--- src/rtl/button_pkg.sv ---
// Shared constants for the push-button conditioning block: register map,
// button count limit and the debounce counter width helper.
package button_pkg;

  localparam logic [1:0] ADDR_DATA         = 2'd0;
  localparam logic [1:0] ADDR_IRQ_MASK     = 2'd1;
  localparam logic [1:0] ADDR_EDGE_CAPTURE = 2'd2;

  localparam int MAX_BTN = 16;

  // Counter must reach DEBOUNCE_CYCLES-1; never narrower than one bit.
  function automatic int cnt_width(input int debounce_cycles);
    return (debounce_cycles < 2) ? 1 : $clog2(debounce_cycles);
  endfunction

endpackage

--- src/rtl/debounce_cell.sv ---
// One button: 2-FF synchroniser, polarity normalisation, stability counter,
// debounced level and one-cycle press/release strobes.
module debounce_cell
  import button_pkg::*;
#(
  parameter int DEBOUNCE_CYCLES = 500000,
  parameter bit BTN_ACTIVE_LOW  = 1'b1
) (
  input  logic clock,
  input  logic reset,
  input  logic button,
  output logic btn_level,
  output logic btn_press,
  output logic btn_release
);

  localparam int CW = cnt_width(DEBOUNCE_CYCLES);
  localparam logic [CW-1:0] CNT_LAST = CW'(DEBOUNCE_CYCLES - 1);
  // The synchroniser resets to the released pin level so that reset
  // deassertion never looks like a press.
  localparam logic PIN_RELEASED = BTN_ACTIVE_LOW;

  logic          sync1;
  logic          sync2;
  logic          s;
  logic [CW-1:0] cnt;

  // Bring the asynchronous pin into the clock domain.
  always_ff @(posedge clock or negedge reset) begin
    if (!reset) begin
      sync1 <= PIN_RELEASED;
      sync2 <= PIN_RELEASED;
    end else begin
      sync1 <= button;
      sync2 <= sync1;
    end
  end

  assign s = BTN_ACTIVE_LOW ? ~sync2 : sync2;

  // Accept a new level only after it has differed from the current one for
  // DEBOUNCE_CYCLES consecutive cycles; strobes fire with the level change.
  always_ff @(posedge clock or negedge reset) begin
    if (!reset) begin
      cnt         <= '0;
      btn_level   <= 1'b0;
      btn_press   <= 1'b0;
      btn_release <= 1'b0;
    end else begin
      btn_press   <= 1'b0;
      btn_release <= 1'b0;
      if (s == btn_level) begin
        cnt <= '0;
      end else if (cnt == CNT_LAST) begin
        cnt         <= '0;
        btn_level   <= s;
        btn_press   <= s;
        btn_release <= ~s;
      end else begin
        cnt <= cnt + 1'b1;
      end
    end
  end

endmodule

--- src/rtl/button_debounce_capture.sv ---
// Push-button front end for the processor: per-button debounce cells plus an
// Avalon-MM slave with DATA / IRQ_MASK / EDGE_CAPTURE and a level interrupt.
module button_debounce_capture
  import button_pkg::*;
#(
  parameter int N_BTN           = 4,
  parameter int DEBOUNCE_CYCLES = 500000,
  parameter bit BTN_ACTIVE_LOW  = 1'b1
) (
  input  logic             clock,
  input  logic             reset,
  input  logic [N_BTN-1:0] button,
  output logic [N_BTN-1:0] btn_level,
  output logic [N_BTN-1:0] btn_press,
  output logic [N_BTN-1:0] btn_release,
  input  logic [1:0]       avs_address,
  input  logic             avs_read,
  input  logic             avs_write,
  input  logic [31:0]      avs_writedata,
  output logic [31:0]      avs_readdata,
  output logic             irq
);

  logic [N_BTN-1:0] irq_mask;
  logic [N_BTN-1:0] edge_capture;
  logic [N_BTN-1:0] ec_clear;
  logic [31:0]      rd_next;

  genvar gi;
  generate
    for (gi = 0; gi < N_BTN; gi++) begin : g_cell
      debounce_cell #(
        .DEBOUNCE_CYCLES (DEBOUNCE_CYCLES),
        .BTN_ACTIVE_LOW  (BTN_ACTIVE_LOW)
      ) u_cell (
        .clock       (clock),
        .reset       (reset),
        .button      (button[gi]),
        .btn_level   (btn_level[gi]),
        .btn_press   (btn_press[gi]),
        .btn_release (btn_release[gi])
      );
    end
  endgenerate

  // Bits above N_BTN of the write data carry no register state.
  generate
    if (N_BTN < 32) begin : g_wd_unused
      logic unused_wdata;
      assign unused_wdata = ^avs_writedata[31:N_BTN];
    end
  endgenerate

  assign ec_clear = (avs_write && avs_address == ADDR_EDGE_CAPTURE) ?
                    avs_writedata[N_BTN-1:0] : '0;

  // Register file: IRQ_MASK is plain R/W; EDGE_CAPTURE is W1C with set priority.
  always_ff @(posedge clock or negedge reset) begin
    if (!reset) begin
      irq_mask     <= '0;
      edge_capture <= '0;
    end else begin
      if (avs_write && avs_address == ADDR_IRQ_MASK)
        irq_mask <= avs_writedata[N_BTN-1:0];
      edge_capture <= (edge_capture & ~ec_clear) | btn_press;
    end
  end

  // Read mux from current register state, so a same-cycle write is not visible.
  always_comb begin
    rd_next = '0;
    case (avs_address)
      ADDR_DATA:         rd_next[N_BTN-1:0] = btn_level;
      ADDR_IRQ_MASK:     rd_next[N_BTN-1:0] = irq_mask;
      ADDR_EDGE_CAPTURE: rd_next[N_BTN-1:0] = edge_capture;
      default:           rd_next = '0;
    endcase
  end

  // Fixed read latency of one; data holds between reads.
  always_ff @(posedge clock or negedge reset) begin
    if (!reset)
      avs_readdata <= '0;
    else if (avs_read)
      avs_readdata <= rd_next;
  end

  // Registered level interrupt, one cycle behind the register state.
  always_ff @(posedge clock or negedge reset) begin
    if (!reset)
      irq <= 1'b0;
    else
      irq <= |(edge_capture & irq_mask);
  end

endmodule

--- config.mk ---
export PLATFORM = sky130hd
export DESIGN_NAME = button_debounce_capture
export DESIGN_NICKNAME = d
export VERILOG_FILES = /design/src/rtl/button_pkg.sv /design/src/rtl/debounce_cell.sv /design/src/rtl/button_debounce_capture.sv
export SDC_FILE = /design/constraint.sdc
export NUM_CORES = 1
export LEC_CHECK = 0
export BUFFER_PORTS_ARGS = -buffer_cell sky130_fd_sc_hd__buf_4
export CAP_MARGIN = 0
export CELL_PAD_IN_SITES_DETAIL_PLACEMENT = 2
export CELL_PAD_IN_SITES_GLOBAL_PLACEMENT = 2
export CORE_ASPECT_RATIO = 0.75
export CORE_UTILIZATION = 36
export CTS_CLUSTER_DIAMETER = 80
export DETAILED_ROUTE_END_ITERATION = 10
export PLACE_DENSITY_LB_ADDON = 0.1
export SETUP_SLACK_MARGIN = 0.4
export SLEW_MARGIN = 20
export SYNTH_ARGS = -nofsm -noshare
export SYNTH_HDL_FRONTEND = slang
export SYNTH_HIERARCHICAL = 1
export SYNTH_SLANG_ARGS = --single-unit
--- constraint.sdc ---
create_clock -name clock -period 1.9 [get_ports clock]
set_input_delay 0.095 -clock clock [delete_from_list [all_inputs] [get_ports clock]]
set_output_delay 0.095 -clock clock [all_outputs]
set_load 0.03 [all_outputs]
==> results of run 1 <==
==> critical path: stages, from the launching register on <==
cell,delay (ns)
dfrtp_2,0.45
nand4_1,0.19
or4_4,0.54
or3_4,0.34
a21oi_2,0.14
==> worst min path at each step <==
| stage | from | end | depth (start not counted) |
|---|---|---|---|
| after floorplan | reset | avs_readdata[0] | 0 |
| after global placement | button[3] | g_cell[3].u_cell/sync1 | 1 |
| after detailed placement | button[1] | g_cell[1].u_cell/sync1 | 1 |
| after CTS | avs_read | avs_readdata[2] | 2 |
| after global routing | avs_read | avs_readdata[0] | 2 |
| final | avs_read | avs_readdata[1] | 2 |
==> cell families (layout without fill, tap and decap cells) <==
group	after synthesis	in the layout	synth area share [%]
compound gates	34	34	3.88
xor+xnor	64	64	10.3
fa+ha+maj	4	4	0.923
buf+inv	62	172	6.76
flops	109	109	50.5
mux	8	8	1.85
other cells	1	28	0.0691
simple gates	256	256	25.7
==> state kept, by name (all words and copies together), names as in the netlist <==
| name | count |
|---|---|
| g_cell.u_cell/sync2 | 4 |
| irq | 1 |
| irq_mask | 4 |
| g_cell.u_cell/sync1 | 4 |
| edge_capture | 4 |
| avs_readdata | 4 |
| g_cell.u_cell/cnt | 76 |
| g_cell.u_cell/btn_release | 4 |
| g_cell.u_cell/btn_level | 4 |
| g_cell.u_cell/btn_press | 4 |
==> metrics by stage <==
stage | setup WS, ns | std cells | area (µm²) | util (%)
after floorplan | 0.267 | 565 | 5660 | -
after global placement | 0.143 | 789 | 6100 | 41.8
after detailed placement | 0.109 | 789 | 6100 | 41.8
after CTS | 0.240 | 865 | 7280 | 49.9
after global routing | 0.122 | 875 | 7600 | 52.1
final | 0.167 | 875 | 7600 | 52.1
==> layout by cell type, fill, tap and decap left out, types with 4 or more instances in the layout <==
cell type / count
nor3_1: 22
a31oi_1: 4
clkbuf_16: 9
nor4_2: 4
o21ai_2: 6
nand2_1: 17
nand4b_1: 4
buf_6: 20
or4_4: 4
mux2_4: 4
o21ai_1: 5
xor2_1: 6
nand3_1: 22
inv_1: 20
clkbuf_1: 4
nor4b_4: 8
buf_4: 103
dlygate4sd3_1: 9
o221ai_1: 7
dfstp_2: 8
dfrtp_2: 32
nor2_4: 15
nor3_2: 5
conb_1: 28
and3_1: 8
nor2_1: 60
mux2i_1: 4
nand4_4: 7
xnor2_1: 55
and2_1: 8
nor4_4: 5
nor2_2: 17
o21ai_0: 5
nand4_1: 32
dfrtp_1: 69
==> cell type report <==
| type | instances | area [µm²] | area share (%) |
|---|---|---|---|
| Multi-Input combinational cell | 394 | 3020 | 39.8 |
| Timing Repair Buffer | 136 | 1180 | 15.5 |
| Clock buffer | 15 | 268 | 3.52 |
| Sequential cell | 109 | 2780 | 36.6 |
| Tap cell | 200 | 250 | 3.29 |
| Inverter | 20 | 75.1 | 0.988 |
| Clock inverter | 1 | 30.0 | 0.395 |
==> timing repair <==
item                       in CTS  in global routing
hold buffers                    9                  0
pin swaps                      48                 37
hold endpoints to repair      113                  0
gates resized for setup        96                 64
cloned                          2                  0
buffers inserted               49                 10
setup endpoints to repair      84                 84
==> power by group <==
group | leakage, nW | switching, W | internal [W]
Combinational | 1.51 | 0.000305 | 0.000196
Sequential | 1.42 | 0.0000680 | 0.00239
Clock | 0.144 | 0.000866 | 0.00110
==> layer usage <==
metal / global-route usage [%] / part of all wire (%) / up-vias
met4: 6.91 / 1.8 / 0
met3: 4.61 / 2.5 / 20
met1: 29.2 / 44 / 2370
met2: 41.1 / 52 / 72
li1: - / - / 2087
met5: 0 / 0 / -
==> metrics.yaml, run 1 <==
drive_gt1_share_pct: 40.3
drt_iter0_markers: 84
peakVddDrop_mv: 0.464
status: "finished, final reports clean"
track_usage_pct: 23.4
htreeDepth: 3
placementRows: 38
grt_pass1_wl_um: 27500
timing.fmax_mhz: 577
crit_fanout: 4
clockBufferDepth: 2
nets: 716
cts_buffers: 9
overflow: 0
syn-cell-area_um2: 5420
cts.sinks: 109
gp_congestion: 0.769
hp-class: "in -> reg"
synth_most_common_cell: "dfrtp_1"
nFillCells: 1494
die_h_um: 108
r2r-end: "g_cell[1].u_cell/cnt[17]"
synthArstFlopShare_pct: 100
clkLatencyLatePin_ns: 0.35
grt_max_degree: 110
arrival_ns: 2.02
end_kind: "flop"
dr.pass1.iters: 5
cts_tree: "yes"
cp-start-kind: "flop"
wl_um: 17600
r2r_start: "g_cell[1].u_cell/cnt[7]"
port_buffers: 30
period_share_pct: 91.2
slew_violations: 0
routedWlPerCell_um: 20.1
num_antenna_cells: 0
core_area_um2: 14600
synth_cell_type_count: 37
relSlewSlack_pct: 58.2
clk_pin_slew_ns: 0.07
synth-edff-count: 0
critPathKind: "reg -> reg"
ys_ff_latch: 109
cp-endpoint: "g_cell[1].u_cell/cnt[17]"
synth_top_area_cell: "dfrtp_1"
worstPathRequired_ns: 2.19
hold_viol: 0
post-route-min-period_ns: 1.73
powerDensity_nw_per_um2: 648
start_util_pct: 37.2
io_pins: 87
antenna_found_initial: 0
ys_warn_count: 6
ant_nets: 0
max_cap_viol_count: 0
whs_ns: 0.0804
tightestPinTransition_ns: 0.628
synth_top_area_share_pct: 46.6
die_area_um2: 15600
root_buffer: "clkbuf_16"
rsz0062_at_grt: "yes"
first_global_vias: 5044
setup_viol: 0
via_count: 4549
route.detailed.drc: 0
hpwlAfterDp_um: 9850
synth_common_cells: "dfrtp_1 (101), nor2_1 (92), xnor2_1 (56)"
r2r_slack_ns: 0.17
finalPower_w: 0.00493
synthCells: 538
area_delta_synth_final_pct: 40.1
timing.setup.tns_ns: 0
reg2regPathDepth: 4
finClkSkew_ns: 0.00862
avgSynthCellArea_um2: 10.1
p_leak_nw: 3.08
viasPerCell: 5.20
synthTopCellsByArea: "dfrtp_1 (47%), xnor2_1 (9.0%), nor2_1 (6.4%)"
synth-main-ff-cell: "dfrtp_1"
startpoint: "g_cell[1].u_cell/cnt[7]"
seq_area_frac_synth_pct: 50.5
fp.dieW_um: 144
Note: power is estimated with default switching activity, not from simulation.
==> run 2, diff against run 1 <==
--- a/config.mk
+++ b/config.mk
@@ -14,7 +14,6 @@
 export CTS_CLUSTER_DIAMETER = 80
 export DETAILED_ROUTE_END_ITERATION = 10
 export PLACE_DENSITY_LB_ADDON = 0.1
-export SETUP_SLACK_MARGIN = 0.4
 export SLEW_MARGIN = 20
 export SYNTH_ARGS = -nofsm -noshare
 export SYNTH_HDL_FRONTEND = slang
==> metrics.yaml, run 2 (synthesis results as in run 1) <==
arrival_ns: 2.10  # +0.08 ns
powerDensity_nw_per_um2: 736  # +13%
hp-class: "in -> reg"
wl_um: 14300  # -18%
hpwlAfterDp_um: 10400  # +5.3%
finClkSkew_ns: 0.00970  # +0.00108 ns
worstPathRequired_ns: 2.19  # about the same
gp_congestion: 0.773  # +0.61%
cts_tree: "yes"
power_frac_seq_pct: 51.3  # +1.4 points
dr.pass1.iters: 4  # -1
combinationalPowerShare_pct: 8.2  # -2.0 points
area_delta_synth_final_pct: 19.8
first_global_vias: 4584  # -9.1%
max_cap_viol_count: 0  # unchanged
ant_nets: 0  # unchanged
routedWlPerCell_um: 17.5  # -13%
drt_iter0_markers: 122  # +45%
clkLatencyLatePin_ns: 0.36  # about the same
viasPerCell: 5.13  # -1.3%
via_count: 4211  # -7.4%
die_area_um2: 15600  # unchanged
netSwitchingFraction_pct: 25.0  # -0.17 points
p_leak_nw: 2.71  # -12%
core_area_um2: 14600  # unchanged
htreeDepth: 3  # unchanged
final_common_cell: "dfrtp_1"
die_h_um: 108  # unchanged
r2r_slack_ns: 0.09  # -0.08 ns
nets: 662  # -7.5%
pwr-share-clk_pct: 40.5  # +0.6 points
fp.dieW_um: 144  # unchanged
root_buffer: "clkbuf_16"
cts.sinks: 109  # unchanged
worstHoldStart: "avs_read"
rsz0062_at_grt: "no"
drive_gt1_share_pct: 19.6  # -21 points
r2r_start: "g_cell[1].u_cell/cnt[4]"
end_kind: "flop"
cts_buffers: 9  # unchanged
grt_max_degree: 54  # -51%
slew_violations: 0  # unchanged
io_pins: 87  # unchanged
timing.setup.tns_ns: 0  # unchanged
critPathKind: "reg -> reg"
route.detailed.drc: 0  # unchanged
port_buffers: 30  # unchanged
setup_viol: 0  # unchanged
hold_viol: 0  # unchanged
power.switching_w: 0.00120  # -3.6%
placementRows: 38  # unchanged
num_antenna_cells: 0  # unchanged
peakVddDrop_mv: 0.487  # +4.9%
fin_cells: 821  # -6.2%
timing.fmax_mhz: 552  # -4.4%
post-route-min-period_ns: 1.81  # +0.0789 ns
clk_pin_slew_ns: 0.08  # about the same
internal_power_w: 0.00359  # -2.7%
final_cell_mix: "dfrtp_1 (99), nor2_1 (92), buf_4 (72)"
startpoint: "g_cell[1].u_cell/cnt[4]"
place_inst: 796  # +0.89%
start_util_pct: 37.2  # unchanged
clockBufferDepth: 2  # unchanged
antenna_found_initial: 0  # unchanged
cp-start-kind: "flop"
track_usage_pct: 20.1  # -3.3 points
status: "finished, final reports clean"
overflow: 0  # unchanged
largest_reg_flops: 76  # unchanged
crit_fanout: 4  # unchanged
top_register: "g_cell.u_cell/cnt"
finalPower_w: 0.00478  # -2.9%
grt_pass1_wl_um: 23800  # -14%
period_share_pct: 95.4  # +4.2 points
-- run 2: cell types whose count changed in the layout (fill, tap and decap cells not counted), moves of 8 or more --
cell	change
nor4b_4	-8
nor2_1	+32
dfrtp_2	-30
dfrtp_1	+30
nor2_4	-15
nor2_2	-17
buf_6	-20
buf_4	-31
-- run 2: timing repair --
item | 4_1_cts | 5_1_grt
setup buffers | 0 | 0
resized for setup | 2 | 10
hold buffers | 9 | 0
endpoints found under the hold margin | 113 | 0
gates cloned | 0 | 0
setup endpoints to repair | 4 | 43
pin swaps | 0 | 1
-- run 2: worst max-delay path, cell delays in order, from the launching register on --
cell and delay, ns:
dfrtp_1 0.43, nand4_1 0.23, or4_4 0.57, or3_1 0.37
a21oi_1 0.14
-- run 2: power groups by stage --
stage | registers (W) | clock network (W) | logic [W]
after floorplan | 0.00250 | 0 | 0.000246
after global placement | 0.00249 | 0 | 0.000371
after detailed placement | 0.00250 | 0 | 0.000383
after CTS | 0.00245 | 0.00201 | 0.000399
after global routing | 0.00246 | 0.00207 | 0.000432
final | 0.00245 | 0.00194 | 0.000394
-- run 2: area by class of cell --
cell class	count	area, µm²
fill	1560	8100
sequential	109	2740
timing repair buffer	82	651
multi-input combinational	394	2480
clock inverter	4	50.0
inverter	20	75.1
tap	200	250
clock buffer	12	246
-- run 2: worst paths after layout --
check                                           end  depth (start not counted)
max in group asynchronous    g_cell[1].u_cell/sync1                          3
min in group asynchronous           avs_readdata[0]                          2
max reg2reg                g_cell[1].u_cell/cnt[17]                          4
min reg2reg                  g_cell[0].u_cell/sync2                          0
min                                 avs_readdata[2]                          2
max                        g_cell[1].u_cell/cnt[17]                          4
-- run 2: stage by stage --
| step | hold WS, ns | area [µm²] | util, % | setup WS (ns) |
|---|---|---|---|---|
| finish | 0.0664 | 6500 | 44.5 | 0.0879 |
| global route | 0.0579 | 6500 | 44.5 | 0.00495 |
| CTS | 0.0436 | 6440 | 44.1 | 0.0439 |
| detailed placement | -0.0131 | 6040 | 41.4 | 0.0302 |
| global placement | -0.0160 | 6040 | 41.4 | 0.142 |
| floorplan | -0.201 | 5530 | - | 0.227 |
-- run 2: routing by layer --
| metal | wire [µm] | GRT usage, % | vias up |
|---|---|---|---|
| met5 | 0 | 0 | - |
| met4 | 134 | 4.79 | 0 |
| met3 | 353 | 4.52 | 9 |
| met2 | 7040 | 34.1 | 40 |
| met1 | 6800 | 26.1 | 2181 |
| li1 | - | - | 1981 |
==> run 3, diff against run 2 <==
--- a/config.mk
+++ b/config.mk
@@ -5,12 +5,13 @@
 export SDC_FILE = /design/constraint.sdc
 export NUM_CORES = 1
 export LEC_CHECK = 0
+export ABC_AREA = 1
 export BUFFER_PORTS_ARGS = -buffer_cell sky130_fd_sc_hd__buf_4
 export CAP_MARGIN = 0
 export CELL_PAD_IN_SITES_DETAIL_PLACEMENT = 2
 export CELL_PAD_IN_SITES_GLOBAL_PLACEMENT = 2
 export CORE_ASPECT_RATIO = 0.75
-export CORE_UTILIZATION = 36
+export CORE_UTILIZATION = 34
 export CTS_CLUSTER_DIAMETER = 80
 export DETAILED_ROUTE_END_ITERATION = 10
 export PLACE_DENSITY_LB_ADDON = 0.1
==> metrics.yaml, run 3 <==
final_cell_mix: "nand2_1 (133), nor2_1 (129), dfrtp_1 (101)"
viasPerCell: 4.62  # -10%
drive_gt1_share_pct: 19.2  # -0.45 points
rsz0062_at_grt: "no"
die_h_um: 117  # +7.7%
setup_viol: 0  # unchanged
clockBufferDepth: 2  # unchanged
gp_congestion: 0.793  # +2.5%
critPathKind: "reg -> reg"
end_kind: "flop"
synth-edff-count: 0  # unchanged
cts_buffers: 9  # unchanged
first_global_vias: 5183  # +13%
top_register: "g_cell.u_cell/cnt"
fin_ws_ns: 0.305  # +0.217 ns
hp-class: "in -> reg"
worstPathRequired_ns: 2.14  # -0.05 ns
gr-usage-met1_pct: 25.6  # -0.45 points
cts.sinks: 109  # unchanged
slew_violations: 0  # unchanged
finClkSkew_ns: 0.00986  # +0.000159 ns
ys_warn_count: 6  # unchanged
htreeDepth: 3  # unchanged
cp_top_family: "simple AND/OR/NAND/NOR gates"
cts-resized-gates: 0  # -2
antenna_found_initial: 0  # unchanged
relSlewSlack_pct: 61.3
combinationalPowerShare_pct: 8.0  # -0.2 points
grt_max_degree: 42  # -22%
synth_common_cells: "nand2_1 (133), nor2_1 (129), dfrtp_1 (101)"
cp_cell_sequence: "ha_1 -> nand2_1 -> nor2_1 -> nand3_4 -> nand2_2 -> a21oi_1"
nets: 834  # +26%
gr-usage-met3_pct: 3.38  # -1.1 points
timing.setup.tns_ns: 0  # unchanged
ant_nets: 0  # unchanged
clkLatencyLatePin_ns: 0.36  # about the same
via_count: 4748  # +13%
pre_cts_ws_ns: 0.266  # +0.236 ns
cp-start-kind: "flop"
cp_slowest_cell: "dfrtp_1"
avgSynthCellArea_um2: 8.15  # -19%
start_util_pct: 35.1  # -2.1 points
synthArstFlopShare_pct: 100  # unchanged
p_leak_nw: 3.07  # +13%
largest_reg_flops: 76  # unchanged
max_cap_viol_count: 0  # unchanged
drt_iter0_markers: 145  # +19%
fp.dieW_um: 155  # +7.8%
io_pins: 87  # unchanged
synthCells: 731  # +36%
powerDensity_nw_per_um2: 687  # -6.7%
tightestPinTransition_ns: 0.580
die_area_um2: 18100  # +16%
hold_viol: 0  # unchanged
gr-usage-met2_pct: 32.6  # -1.5 points
synthTopCellsByArea: "dfrtp_1 (42%), nand2_1 (8.4%), nor2_1 (8.1%)"
clk_pin_slew_ns: 0.08  # about the same
arrival_ns: 1.84  # -0.26 ns
cts_tree: "yes"
status: "finished, final reports clean"
route.detailed.drc: 0  # unchanged
overflow: 0  # unchanged
synth_top_area_share_pct: 42.4  # -4.2 points
crit_fanout: 9  # +5
ys_ff_latch: 109  # unchanged
hpwlAfterDp_um: 12400  # +20%
busiest_layer: "met2"
nFillCells: 1947  # +25%
internal_power_w: 0.00343  # -4.4%
pwr-share-clk_pct: 40.1  # -0.4 points
track_usage_pct: 19.2  # -0.89 points
worst-path-buf-inv: 0  # unchanged
period_share_pct: 83.9  # -11 points
netSwitchingFraction_pct: 26.7  # +1.7 points
synth-main-ff-cell: "dfrtp_1"
core_area_um2: 17000  # +16%
holdBufCountCts: 9  # unchanged
power_frac_seq_pct: 51.9  # +0.6 points
placementRows: 41  # +7.9%
wl_um: 16000  # +12%
post-route-min-period_ns: 1.59  # -0.217 ns
dr.pass1.iters: 4  # unchanged
synth_most_common_cell: "nand2_1"
grt_pass1_wl_um: 26900  # +13%
area_delta_synth_final_pct: 14.4
port_buffers: 30  # unchanged
routedWlPerCell_um: 15.6  # -11%
syn-cell-area_um2: 5960  # +9.9%
synth_cell_type_count: 27  # -27%
timing.fmax_mhz: 627  # +14%
seq_area_frac_synth_pct: 45.9  # -4.5 points
num_antenna_cells: 0  # unchanged
critical_path.max_stage_delay_ns: 0.38  # -0.19 ns
synth_top_area_cell: "dfrtp_1"
root_buffer: "clkbuf_16"
power.switching_w: 0.00125  # +4.7%
peakVddDrop_mv: 0.352  # -28%
final_common_cell: "nand2_1"
post_cts_buffers: 0  # unchanged
[run 3: cell count changes in the layout (fill, tap and decap cells not counted), sizes merged, moves of 12 or more]
cell,previous run,this run
a21oi,4,16
buf,73,38
inv,20,98
nand2,17,153
nand3,24,65
nand4,40,9
nor2,92,174
nor3,28,12
nor4,12,0
xnor2,56,8
xor2,8,24
[run 3: cell type report]
type	count	area [µm²]	area share (%)
inverter	96	360	5.29
tap	236	295	4.33
sequential	109	2740	40.2
clock inverter	5	45.0	0.661
clock buffer	10	239	3.51
timing repair buffer	47	388	5.69
multi-input combinational	525	2750	40.4
[run 3: stage by stage]
stage	total power, W	cell area [µm²]	util (%)	instances	hold slack, ns
after floorplan	0.00271	6060	-	758	-0.201
after global placement	0.00282	6440	37.9	1004	0.137
after detailed placement	0.00284	6440	37.9	1004	0.141
after CTS	0.00478	6820	40.2	1028	0.00273
after global routing	0.00487	6820	40.2	1028	0.0136
final	0.00468	6820	40.2	1028	0.0111
[run 3: power groups by stage]
stage	logic, W	registers [W]	clock network, W
after floorplan	0.000230	0.00249	0
after global placement	0.000353	0.00247	0
after detailed placement	0.000367	0.00248	0
after CTS	0.000384	0.00243	0.00196
after global routing	0.000415	0.00244	0.00201
final	0.000373	0.00243	0.00188
[run 3: worst min-delay path, cell delays in order]
cell     delay (ns)
buf_4          0.13
inv_1          0.05
o21ai_1        0.06
[run 3: layer usage]
layer  vias up  part of all wire (%)  routed length (µm)
li1       2327                     -                   -
met1      2369                    49                7790
met2        43                    48                7720
met3         9                   2.1                 338
met4         0                  0.91                 145
met5         -                     0                   0
[run 3: cell families (layout without fill, tap and decap cells)]
family | after synthesis | count (layout) | synth area share, %
adder cells (fa/ha/maj) | 4 | 4 | 0.840
AND/OR/NAND/NOR | 421 | 421 | 35.4
XOR/XNOR | 32 | 32 | 4.70
flip-flops | 109 | 109 | 45.9
other | 1 | 28 | 0.0629
buffers and inverters | 124 | 158 | 9.57
AO/OA/AOI/OAI | 40 | 40 | 3.53
[run 3: final timing paths]
check                      slack [ns]  cells after the start                         end                     from
min reg2reg                      0.36                      0      g_cell[3].u_cell/sync2   g_cell[3].u_cell/sync1
max in group asynchronous        0.97                      3    g_cell[0].u_cell/cnt[11]                    reset
max                              0.31                      6    g_cell[3].u_cell/cnt[17]  g_cell[3].u_cell/cnt[0]
max reg2reg                      0.31                      6    g_cell[3].u_cell/cnt[17]  g_cell[3].u_cell/cnt[0]
min                              0.01                      3                 irq_mask[1]         avs_writedata[1]
min in group asynchronous        0.28                      2  g_cell[2].u_cell/btn_level                    reset
